**src/rtl/hr_dpwm_pkg.sv**
```systemverilog
// hr_dpwm_pkg: shared FSM states and sizing constants for the DPWM capture block
package hr_dpwm_pkg;
   typedef enum logic [2:0] {IDLE, ALIGN, H_ON, DT_HL, L_ON, DT_LH} cap_state_e;
   localparam int DC_LENGTH_DEF = 13;
   localparam int DE_BITS_DEF = 6;
   localparam logic [DC_LENGTH_DEF-1:0] CNT_SAT_DEF = '1;
endpackage

```
**src/rtl/dpwm_edge_sync.sv**
```systemverilog
// dpwm_edge_sync: multi-flop synchronizer for an asynchronous gate signal with rise/fall detect
module dpwm_edge_sync #(
   parameter int SYNC_STAGES = 2
) (
   input  logic clk_base,
   input  logic rst,
   input  logic d_i,
   output logic s_o,
   output logic rise_o,
   output logic fall_o
);
   logic [SYNC_STAGES-1:0] sync_q;
   logic prev_q;
   // shift the raw input through the synchronizer and keep the previous clean sample
   always_ff @(posedge clk_base) begin
      if (rst) begin
         sync_q <= '0;
         prev_q <= 1'b0;
      end else begin
         sync_q <= {sync_q[SYNC_STAGES-2:0], d_i};
         prev_q <= sync_q[SYNC_STAGES-1];
      end
   end
   assign s_o    = sync_q[SYNC_STAGES-1];
   assign rise_o = s_o & ~prev_q;
   assign fall_o = ~s_o & prev_q;
endmodule

```
**src/rtl/dpwm_capture.sv**
```systemverilog
// dpwm_capture: measures H on-time, H->L dead time, L on-time and L->H dead time per period
module dpwm_capture
   import hr_dpwm_pkg::*;
#(
   parameter int Dc_length   = DC_LENGTH_DEF,
   parameter int SYNC_STAGES = 2
) (
   input  logic                 clk_base,
   input  logic                 rst,
   input  logic                 en,
   input  logic                 H_DPWM,
   input  logic                 L_DPWM,
   output logic [Dc_length-1:0] H_on_meas,
   output logic [Dc_length-1:0] DT_HL_meas,
   output logic [Dc_length-1:0] L_on_meas,
   output logic [Dc_length-1:0] DT_LH_meas,
   output logic                 meas_valid,
   output logic                 overlap_err,
   output logic                 seq_err
);
   localparam logic [Dc_length-1:0] ONE      = Dc_length'(1);
   localparam logic [Dc_length-1:0] CNT_SAT  = '1;
   localparam logic [Dc_length-1:0] CNT_LAST = CNT_SAT - ONE;

   logic hs, h_rise, h_fall, ls, l_rise, l_fall;
   cap_state_e state_q, state_d;
   logic [Dc_length-1:0] cnt_q, cnt_d, h_q, h_d, dthl_q, dthl_d, l_q, l_d;
   logic [Dc_length-1:0] hon_q, hon_d, dthlm_q, dthlm_d, lon_q, lon_d, dtlh_q, dtlh_d;
   logic mv_q, mv_d, ovl_q, ovl_d, seq_q, seq_d, both_q, count;

   dpwm_edge_sync #(.SYNC_STAGES(SYNC_STAGES)) u_h (
      .clk_base(clk_base), .rst(rst), .d_i(H_DPWM), .s_o(hs), .rise_o(h_rise), .fall_o(h_fall)
   );
   dpwm_edge_sync #(.SYNC_STAGES(SYNC_STAGES)) u_l (
      .clk_base(clk_base), .rst(rst), .d_i(L_DPWM), .s_o(ls), .rise_o(l_rise), .fall_o(l_fall)
   );

   // phase tracking: one shared counter, phase lengths parked until the period closes on the next H rise
   always_comb begin
      state_d = state_q;
      cnt_d   = cnt_q;
      h_d     = h_q;
      dthl_d  = dthl_q;
      l_d     = l_q;
      hon_d   = hon_q;
      dthlm_d = dthlm_q;
      lon_d   = lon_q;
      dtlh_d  = dtlh_q;
      mv_d    = 1'b0;
      ovl_d   = 1'b0;
      seq_d   = 1'b0;
      count   = 1'b0;
      if (!en) begin
         state_d = IDLE;
      end else if (state_q != IDLE && hs && ls) begin
         state_d = ALIGN;
         ovl_d   = ~both_q;
      end else begin
         case (state_q)
            IDLE: state_d = ALIGN;
            ALIGN: if (h_rise) begin
               state_d = H_ON;
               cnt_d   = ONE;
            end
            H_ON: if (h_fall) begin
               h_d     = cnt_q;
               dthl_d  = '0;
               cnt_d   = ONE;
               state_d = ls ? L_ON : DT_HL;
            end else count = 1'b1;
            DT_HL: if (h_rise) begin
               seq_d   = 1'b1;
               cnt_d   = ONE;
               state_d = H_ON;
            end else if (l_rise) begin
               dthl_d  = cnt_q;
               cnt_d   = ONE;
               state_d = L_ON;
            end else count = 1'b1;
            L_ON: if (l_fall) begin
               l_d     = cnt_q;
               cnt_d   = ONE;
               state_d = hs ? H_ON : DT_LH;
               if (hs) begin
                  mv_d    = 1'b1;
                  hon_d   = h_q;
                  dthlm_d = dthl_q;
                  lon_d   = cnt_q;
                  dtlh_d  = '0;
               end
            end else count = 1'b1;
            DT_LH: if (h_rise) begin
               mv_d    = 1'b1;
               hon_d   = h_q;
               dthlm_d = dthl_q;
               lon_d   = l_q;
               dtlh_d  = cnt_q;
               cnt_d   = ONE;
               state_d = H_ON;
            end else if (l_rise) begin
               seq_d   = 1'b1;
               state_d = ALIGN;
            end else count = 1'b1;
            default: state_d = IDLE;
         endcase
         if (count) begin
            if (cnt_q == CNT_LAST) begin
               seq_d   = 1'b1;
               state_d = ALIGN;
            end else cnt_d = cnt_q + ONE;
         end
      end
   end

   // state, counters, measured outputs and one-cycle pulses
   always_ff @(posedge clk_base) begin
      if (rst) begin
         state_q <= IDLE;
         cnt_q   <= '0;
         h_q     <= '0;
         dthl_q  <= '0;
         l_q     <= '0;
         hon_q   <= '0;
         dthlm_q <= '0;
         lon_q   <= '0;
         dtlh_q  <= '0;
         mv_q    <= 1'b0;
         ovl_q   <= 1'b0;
         seq_q   <= 1'b0;
         both_q  <= 1'b0;
      end else begin
         state_q <= state_d;
         cnt_q   <= cnt_d;
         h_q     <= h_d;
         dthl_q  <= dthl_d;
         l_q     <= l_d;
         hon_q   <= hon_d;
         dthlm_q <= dthlm_d;
         lon_q   <= lon_d;
         dtlh_q  <= dtlh_d;
         mv_q    <= mv_d;
         ovl_q   <= ovl_d;
         seq_q   <= seq_d;
         both_q  <= hs & ls;
      end
   end

   assign H_on_meas   = hon_q;
   assign DT_HL_meas  = dthlm_q;
   assign L_on_meas   = lon_q;
   assign DT_LH_meas  = dtlh_q;
   assign meas_valid  = mv_q;
   assign overlap_err = ovl_q;
   assign seq_err     = seq_q;
endmodule

```
**config.mk**
```make
export PLATFORM = sky130hd
export DESIGN_NAME = dpwm_capture
export DESIGN_NICKNAME = d
export VERILOG_FILES = /design/src/rtl/hr_dpwm_pkg.sv /design/src/rtl/dpwm_edge_sync.sv /design/src/rtl/dpwm_capture.sv
export SDC_FILE = /design/constraint.sdc
export NUM_CORES = 1
export LEC_CHECK = 0
export ABC_AREA = 1
export BUFFER_PORTS_ARGS = -buffer_cell sky130_fd_sc_hd__buf_2
export CAP_MARGIN = 20
export CORE_MARGIN = 2
export CORE_UTILIZATION = 40
export DETAILED_ROUTE_END_ITERATION = 12
export GPL_ROUTABILITY_DRIVEN = 0
export HOLD_SLACK_MARGIN = 0.02
export SYNTH_ARGS = -nofsm -noshare
export SYNTH_HDL_FRONTEND = slang
export SYNTH_SLANG_ARGS = --single-unit
```
**constraint.sdc**
```tcl
create_clock -name clk_base -period 3.9 [get_ports clk_base]
set_clock_uncertainty 0.15 [all_clocks]
set_input_delay 0.195 -clock clk_base [delete_from_list [all_inputs] [get_ports clk_base]]
set_output_delay 0.195 -clock clk_base [all_outputs]
set_load 0.03 [all_outputs]
```
==> results by group, run 1 <==
Power
  • Leak pwr: roughly 2.6 nW
  • Combinational share of power: between 2 and 3%
  • Part of the power in the clock network: a little under three fifths
  • Sw frac: about a fifth
  • VDD IR max: about 0.26 mV
  • Flop pwr share: between 40% and 50%
  • Switching pwr: around 0.00059 W
  • PD cells: 489.8 mW/mm^2
  • Int Pwr: roughly 0.0023 W
  • Pwr Total: 0.002916 W

Route
  • Post-route DRC: 0
  • Total wire length: 13.09 mm
  • Pre-antenna DRT Iters: 5
  • Wire per inst: approximately 15 um
  • Vias/cell: about 5.1
  • Post-route ant nets: 0
  • DRT iter0 DRCs: about 410
  • Via count: between 4000 and 5000

Yosys
  • Synth Warn #: 0
  • Mux cell area share after synthesis: 0%
  • Top_reg_cell synth: dfxtp_1
  • Synth area leaders: dfxtp_1 47%, nand2_1 8.3%, o21ai_0 7.9%, nor2_1 7.7%, a21oi_1 6.4%
  • Top-area cell type share of the netlist area: a little under half
  • Post-Syn Area per Cell: 7.449 um^2
  • Largest family of logic cells by synthesized area: simple AND/OR/NAND/NOR gates
  • XOR/XNOR Fraction of Synth Area: 0.7019%
  • Yosys cell types: 35
  • Count leader, synth: dfxtp_1
  • Seq/Total Area, Yosys: a little under half
  • Flops & latches, synth: 117
  • Area fraction in compound gates after synthesis: 17.57%
  • Post-Syn Area: approximately 0.005 mm^2
  • Number of synthesized flops with an enable pin: 0
  • Synth Area in Adders: about 1.3%
  • Cell accounting for the most synthesized area: dfxtp_1
  • Synth async-reset ratio: 0%
  • Commonest cells in the netlist: 117 x dfxtp_1, 111 x nand2_1, 103 x nor2_1
  • Syn Inst Count: 670
  • Post-Syn Nets: 680
  • Simple-gate share of the synthesized area: between 20% and 30%

Final layout
  • NumNets Final: 722
  • FILL cells: around 1300
  • Layout cells sized above 1: about 15%
  • Area growth syn-to-layout: 19.28%
  • Antenna diodes: 0
  • Final core occ: between 40% and 50%

Worst setup path
  • Slowest-stage cell, CP: dfxtp_1
  • Worst Path Max Fanout: 16
  • Setup slack, reg-to-reg: 1.52 ns
  • CP endpoint kind: flip-flop
  • CP arrival: 2.54 ns
  • Crit-path cells: inv_2 -> nand3_2 -> clkinv_1 -> buf_4 -> nand2_1 -> nand4_1 -> nor2_1 -> nor2_1 -> nor2_1 -> nor2_1
  • Type of origin of the critical path: flip-flop
  • Worst path most repeated cell: nor2_1
  • CP Class: reg -> reg
  • WP data required: around 4.1 ns
  • Slowest stage delay, CP: around 0.50 ns

CTS
  • Clock tree from TritonCTS: done
  • CTS Sinks: 117
  • Post-CTS resize count: 0
  • TritonCTS buffer count: 17
  • Htree depth: 4
  • Clock Path Buffers: 2
  • Root buffer cell: clkbuf_16
  • Reg clk slew, reported paths: around 0.050 ns
  • Skew-Pair Late Insertion Delay: 0.42 ns
  • Setup Buffers After CTS: 0

Placement
  • Dpl hpwl: between 8 and 9 mm
  • # port buffers: 59

GRT
  • Vias in the first global route: approximately 4400
  • First-pass GRT wire length: roughly 22 mm
  • Met3 global-route usage: between 5 and 6%
  • Met1 Track Usage GR: 27.76%
  • GR Util met2: roughly a third
  • GR peak layer: met2
  • GR Util All Layers: 21.07%
  • Pin count of the biggest net entering global routing: 82
  • Initial antenna violation count: 0
  • Grt total ovfl: 0

Timing
  • Tmin final: ~2.4 ns
  • Rel. slew slack: between 50% and 60%
  • Final Hold Vio Count: 0
  • Worst slew pin tran: 0.6675 ns
  • Final Cycle Share: roughly three fifths
  • Setup tns final: 0 ns
  • Setup-failing EPs final: 0
  • RSZ-0062 raised after global routing: false
  • Slew Limit Fails: 0
  • Max Clk Rate: 0.4197 GHz

Min path
  • Worst Hold Class: in -> reg

Floorplanning
  • Core area: 0.01211 mm^2
  • Die ar.: roughly 0.013 mm^2
  • I/O pin count: 60
  • Chip height: roughly 120 um
  • Die width: ~120 um
  • Std cell rows: 40
  • Starting Density: approximately 40%

Run
  • Max cap viols: 0

Outcome
  • Outcome: finished, final reports clean
-- layout make-up --
type / instances / area [um^2] / share of cell area [%]
Clock buffer: 22 / 464.2 / 7.797
Clock inverter: 9 / 151.4 / 2.543
Inverter: 47 / 181.4 / 3.047
Multi-Input combinational cell: 463 / 2236 / 37.56
Sequential cell: 117 / 2342 / 39.34
Tap cell: 168 / 210.2 / 3.531
Timing Repair Buffer: 66 / 367.9 / 6.179
-- sequential cells by signal (all words and copies together), names as in the netlist --
register and count:
both_q 1, state_q 3, dthl_q 13, DT_HL_meas 13
u_h.sync_q 2, u_l.sync_q 2, cnt_q 13, l_q 13
DT_LH_meas 13, L_on_meas 13, H_on_meas 13, seq_err 1
overlap_err 1, meas_valid 1, u_l.prev_q 1, u_h.prev_q 1
h_q 13
-- worst max-delay path, delay by kind of cell (launching register included) --
family | cells | cell delay (ns)
simple gates | 7 | 0.75
buf+inv | 3 | 0.87
flops | 1 | 0.50
-- metrics by stage --
step,hold WS (ns),setup slack (ns),cell area [um^2],instances
after floorplan,0.1520,2.219,4991,670
after global placement,0.2409,1.494,5288,857
after detailed placement,0.2412,1.495,5288,857
after CTS,0.1387,1.485,5933,891
after global routing,0.1651,1.282,5953,892
final,0.1461,1.517,5953,892
-- kinds of logic (layout without fill, tap and decap cells) --
logic type | Yosys count | count (layout)
adder cells (fa/ha/maj) | 5 | 5
flip-flops | 117 | 117
buffers and inverters | 90 | 144
AO/OA/AOI/OAI | 167 | 167
AND/OR/NAND/NOR | 287 | 287
XOR/XNOR | 4 | 4
-- timing repair --
action / CTS / global route
hold buffers: 3 / 0
endpoints found under the setup margin: 0 / 0
hold endpoints to repair: 4 / 0
-- power by group through the flow --
stage / clock network, W / logic (W) / registers, W
floorplan: 0 / 0.0000609 / 0.00123
global placement: 0 / 0.0000707 / 0.00124
detailed placement: 0 / 0.0000718 / 0.00124
CTS: 0.00165 / 0.0000742 / 0.00122
global route: 0.00171 / 0.0000861 / 0.00122
finish: 0.00162 / 0.0000768 / 0.00122
-- routing by layer --
metal / share of wire [%] / routed length (um) / vias to the layer above
li1: - / - / 2295
met4: 2.8 / 368 / 0
met2: 44 / 5733 / 180
met5: 0 / 0 / -
met1: 46 / 6027 / 2080
met3: 7.4 / 965 / 31
-- worst paths after layout --
check	from	end	depth (start not counted)
max	state_q[1]$_SDFF_PP0_	state_q[0]$_SDFF_PP0_	10
min	rst	u_l.sync_q[0]$_SDFF_PP0_	2
max reg2reg	state_q[1]$_SDFF_PP0_	state_q[0]$_SDFF_PP0_	10
min reg2reg	both_q$_SDFF_PP0_	overlap_err$_SDFF_PP0_	1
-- layout by cell type (no fill, tap or decap), types with 5 or more instances in the layout --
master,count
dfxtp_1,117
nand2_1,111
nor2_1,103
o21ai_0,79
a21oi_1,64
buf_2,59
nand3_1,41
inv_1,40
clkbuf_16,17
a31oi_1,14
nand4_1,10
nor2_4,5
ha_1,5
Note: power is estimated with default switching activity, not from simulation.
==> inputs of run 2 (changes only) <==
--- a/config.mk
+++ b/config.mk
@@ -5,7 +5,7 @@
 export SDC_FILE = /design/constraint.sdc
 export NUM_CORES = 1
 export LEC_CHECK = 0
-export ABC_AREA = 1
+export ABC_AREA = 0
 export BUFFER_PORTS_ARGS = -buffer_cell sky130_fd_sc_hd__buf_2
 export CAP_MARGIN = 20
 export CORE_MARGIN = 2
==> constraint.sdc (replaced) <==
create_clock -name clk_base -period 2.15 [get_ports clk_base]
set_clock_uncertainty 0.15 [all_clocks]
set_input_delay 0.1075 -clock clk_base [delete_from_list [all_inputs] [get_ports clk_base]]
set_output_delay 0.1075 -clock clk_base [all_outputs]
set_load 0.03 [all_outputs]
==> run 2 against run 1 <==
Effect of this change:
- sequential share of layout area fell by 1.7 points
- area after synthesis fell by 1.5%
- first-iteration DRC count fell by 19%
- register-to-register slack got worse by 1.5 ns
- non-clock buffer count rose by 51
- global-route usage fell by 0.55 points
- sequential power rose by 80%
- combinational power rose by 81%
==> results by group, run 2 <==
Final layout
  • Commonest non-fill, non-tap cell in the layout: nand2_1
  • Final Instance Area: between 0.006 and 0.007 mm^2
  • NumNets Final: 686
  • Layout cells sized above 1: between 20% and 30%
  • Area growth syn-to-layout: 27.18%
  • Antenna diodes: 0
  • Most frequent cells in the layout: 135 x nand2_1, 111 x dfxtp_1, 75 x a21oi_1, 59 x buf_2, 49 x buf_4
  • Non-Filler Instances: 836

Worst setup path
  • Type of origin of the critical path: flip-flop
  • Worst reg-to-reg path cell count: 5
  • Crit. Startpoint: state_q[2]$_SDFF_PP0_
  • Reg-to-reg startpoint: state_q[2]$_SDFF_PP0_
  • Worst Path Max Fanout: 11
  • R2R Path End: cnt_q[9]$_SDFFE_PP0P_
  • CP endpoint kind: flip-flop
  • CP arrival: 2.27 ns
  • CP Class: reg -> reg
  • WP data required: ~2.3 ns
  • Setup slack, reg-to-reg: roughly 0.06 ns

Floorplanning
  • Die width: approximately 110 um
  • Die ar.: between 0.01 and 0.015 mm^2
  • Chip height: around 110 um
  • Core area: around 0.012 mm^2
  • I/O pin count: 60
  • Std cell rows: 40
  • Starting Density: 40.93%

Yosys
  • Post-Syn Nets: ~610
  • Synth async-reset ratio: 0%
  • Mux cell area share after synthesis: less than 1%
  • Post-Syn Area: roughly 0.0049 mm^2
  • Area fraction in compound gates after synthesis: around a fifth
  • Syn Inst Count: approximately 600
  • Synth area leaders: dfxtp_1 48%, nand2_1 10%, a21oi_1 7.7%, nand3_1 4.5%, a311oi_1 3.2%
  • Top-area cell type share of the netlist area: a little under half
  • Simple-gate share of the synthesized area: between 20% and 30%
  • Seq/Total Area, Yosys: 47.65%
  • Count leader, synth: nand2_1
  • Yosys cell types: around 60
  • Synth Area in Adders: roughly 1.3%
  • Post-Syn Area per Cell: roughly 8 um^2
  • Synth Warn #: 0
  • Top_reg_cell synth: dfxtp_1
  • Largest family of logic cells by synthesized area: simple AND/OR/NAND/NOR gates
  • XOR/XNOR Fraction of Synth Area: less than 1%
  • Flops & latches, synth: approximately 120
  • Number of synthesized flops with an enable pin: 0
  • Cell accounting for the most synthesized area: dfxtp_1
  • Commonest cells in the netlist: 137 x nand2_1, 117 x dfxtp_1, 76 x a21oi_1

Timing
  • Slew Limit Fails: 0
  • Final hold slack: around 0.24 ns
  • Setup-failing EPs final: 0
  • Rel. slew slack: 65.11%
  • Tmin final: approximately 2.1 ns
  • Final Hold Vio Count: 0
  • Max Clk Rate: around 0.48 GHz
  • Final worst setup slack: approximately 0.06 ns
  • Worst slew pin tran: 0.5233 ns
  • Final Cycle Share: a little over nine tenths

Power
  • Leak pwr: roughly 2.4 nW
  • PD cells: roughly 800 mW/mm^2
  • Pwr Total: 0.005026 W
  • VDD IR max: approximately 0.6 mV

CTS
  • Skew-Pair Late Insertion Delay: between 0.4 and 0.5 ns
  • Reg clk slew, reported paths: roughly 0.050 ns
  • Clock tree from TritonCTS: done
  • CTS Sinks: about 120
  • Root buffer cell: clkbuf_16
  • Clock Path Buffers: 2
  • TritonCTS buffer count: 17
  • Htree depth: 4

Placement
  • Pre-CTS setup slack: -0.1274 ns
  • Dpl hpwl: between 8 and 9 mm
  • # port buffers: 59
  • Placed Area: between 0.005 and 0.006 mm^2
  • Cells after DPL: 797

Route
  • Wire per inst: between 15 and 20 um
  • Post-route ant nets: 0
  • Pre-antenna DRT Iters: 5
  • Vias/cell: ~5.5
  • Total wire length: ~13 mm
  • Via count: between 4000 and 5000
  • DRT iter0 DRCs: approximately 330
  • Post-route DRC: 0

GRT
  • Vias in the first global route: ~4400
  • Grt total ovfl: 0
  • Initial antenna violation count: 0
  • Pin count of the biggest net entering global routing: 44
  • First-pass GRT wire length: 21.37 mm
  • GR Util All Layers: around a fifth

Min path
  • WHS Path Cells: 1
  • Worst Hold Class: reg -> reg
  • Worst hold start: both_q$_SDFF_PP0_
  • Hold EP: overlap_err$_SDFF_PP0_

Outcome
  • Outcome: finished, final reports clean

Run
  • Max cap viols: 0
-- run 2: changes by cell type after synthesis, moves of 6 or more --
cell / before / now
nand2b_1: 0 / 6
inv_1: 40 / 6
a22o_1: 0 / 12
nor2b_1: 0 / 12
buf_2: 14 / 24
a21oi_1: 64 / 76
nor2_1: 103 / 23
a311oi_1: 0 / 18
clkbuf_1: 16 / 25
nand2_1: 111 / 137
a31oi_1: 14 / 7
o21ai_0: 79 / 13
-- run 2: kinds of logic after synthesis --
family	after synthesis
AO/OA/AOI/OAI	152
XOR/XNOR	1
adder cells (fa/ha/maj)	5
buffers and inverters	63
flip-flops	117
multiplexers	1
AND/OR/NAND/NOR	258
-- run 2: stage by stage --
| step | TNS, ns | util [%] |
|---|---|---|
| floorplan | 0 | - |
| global placement | 0 | 46.34 |
| detailed placement | -1.368 | 46.34 |
| CTS | 0 | 51.55 |
| global route | -0.002897 | 52.05 |
| finish | 0 | 52.05 |
-- run 2: worst max-delay path by stage --
| stage | end | slack (ns) |
|---|---|---|
| 6_report | cnt_q[9]$_SDFFE_PP0P_ | 0.06 |
| 5_1_grt | L_on_meas[11]$_SDFFE_PP0P_ | -0.003 |
| 4_1_cts | cnt_q[9]$_SDFFE_PP0P_ | 0.03 |
| 3_5_place_dp | dthl_q[9]$_SDFFE_PP0P_ | -0.13 |
| 3_3_place_gp | dthl_q[9]$_SDFFE_PP0P_ | 0.01 |
| 2_1_floorplan | cnt_q[3]$_SDFFE_PP0P_ | 0.06 |
-- run 2: cell type report --
type	instances	area, um^2
Fill cell	1147	5759
Sequential cell	117	2355
Multi-Input combinational cell	417	2321
Timing Repair Buffer	117	794.5
Clock buffer	25	505.5
Tap cell	147	183.9
Clock inverter	7	70.07
Inverter	6	22.52
-- run 2: worst max-delay path, cell delays in order (launching register included) --
cell and delay [ns]:
dfxtp_4 0.39, o311ai_4 0.43, nand2_4 0.12, or4_1 0.53
a211o_1 0.30, o21ai_0 0.08
-- run 2: timing repair --
action / 4_1_cts / 5_1_grt
endpoints found under the setup margin: 34 / 80
endpoints found under the hold margin: 18 / 0
pin swaps: 0 / 3
hold buffers: 4 / 0
buffers inserted: 0 / 3
resized for setup: 4 / 14
-- run 2: routing by layer --
metal	global-route usage (%)	wire length [um]	vias to the layer above
li1	-	-	2245
met1	26.65	5704	2156
met2	32.43	6000	163
met3	5.430	1034	28
met4	8.594	258	0
met5	0	0	-
-- run 2: report_power, final --
group | switching [W] | internal (W)
Clock | 0.000961 | 0.00174
Sequential | 0.0000128 | 0.00218
Combinational | 0.0000880 | 0.0000512
Total | 0.00106 | 0.00396
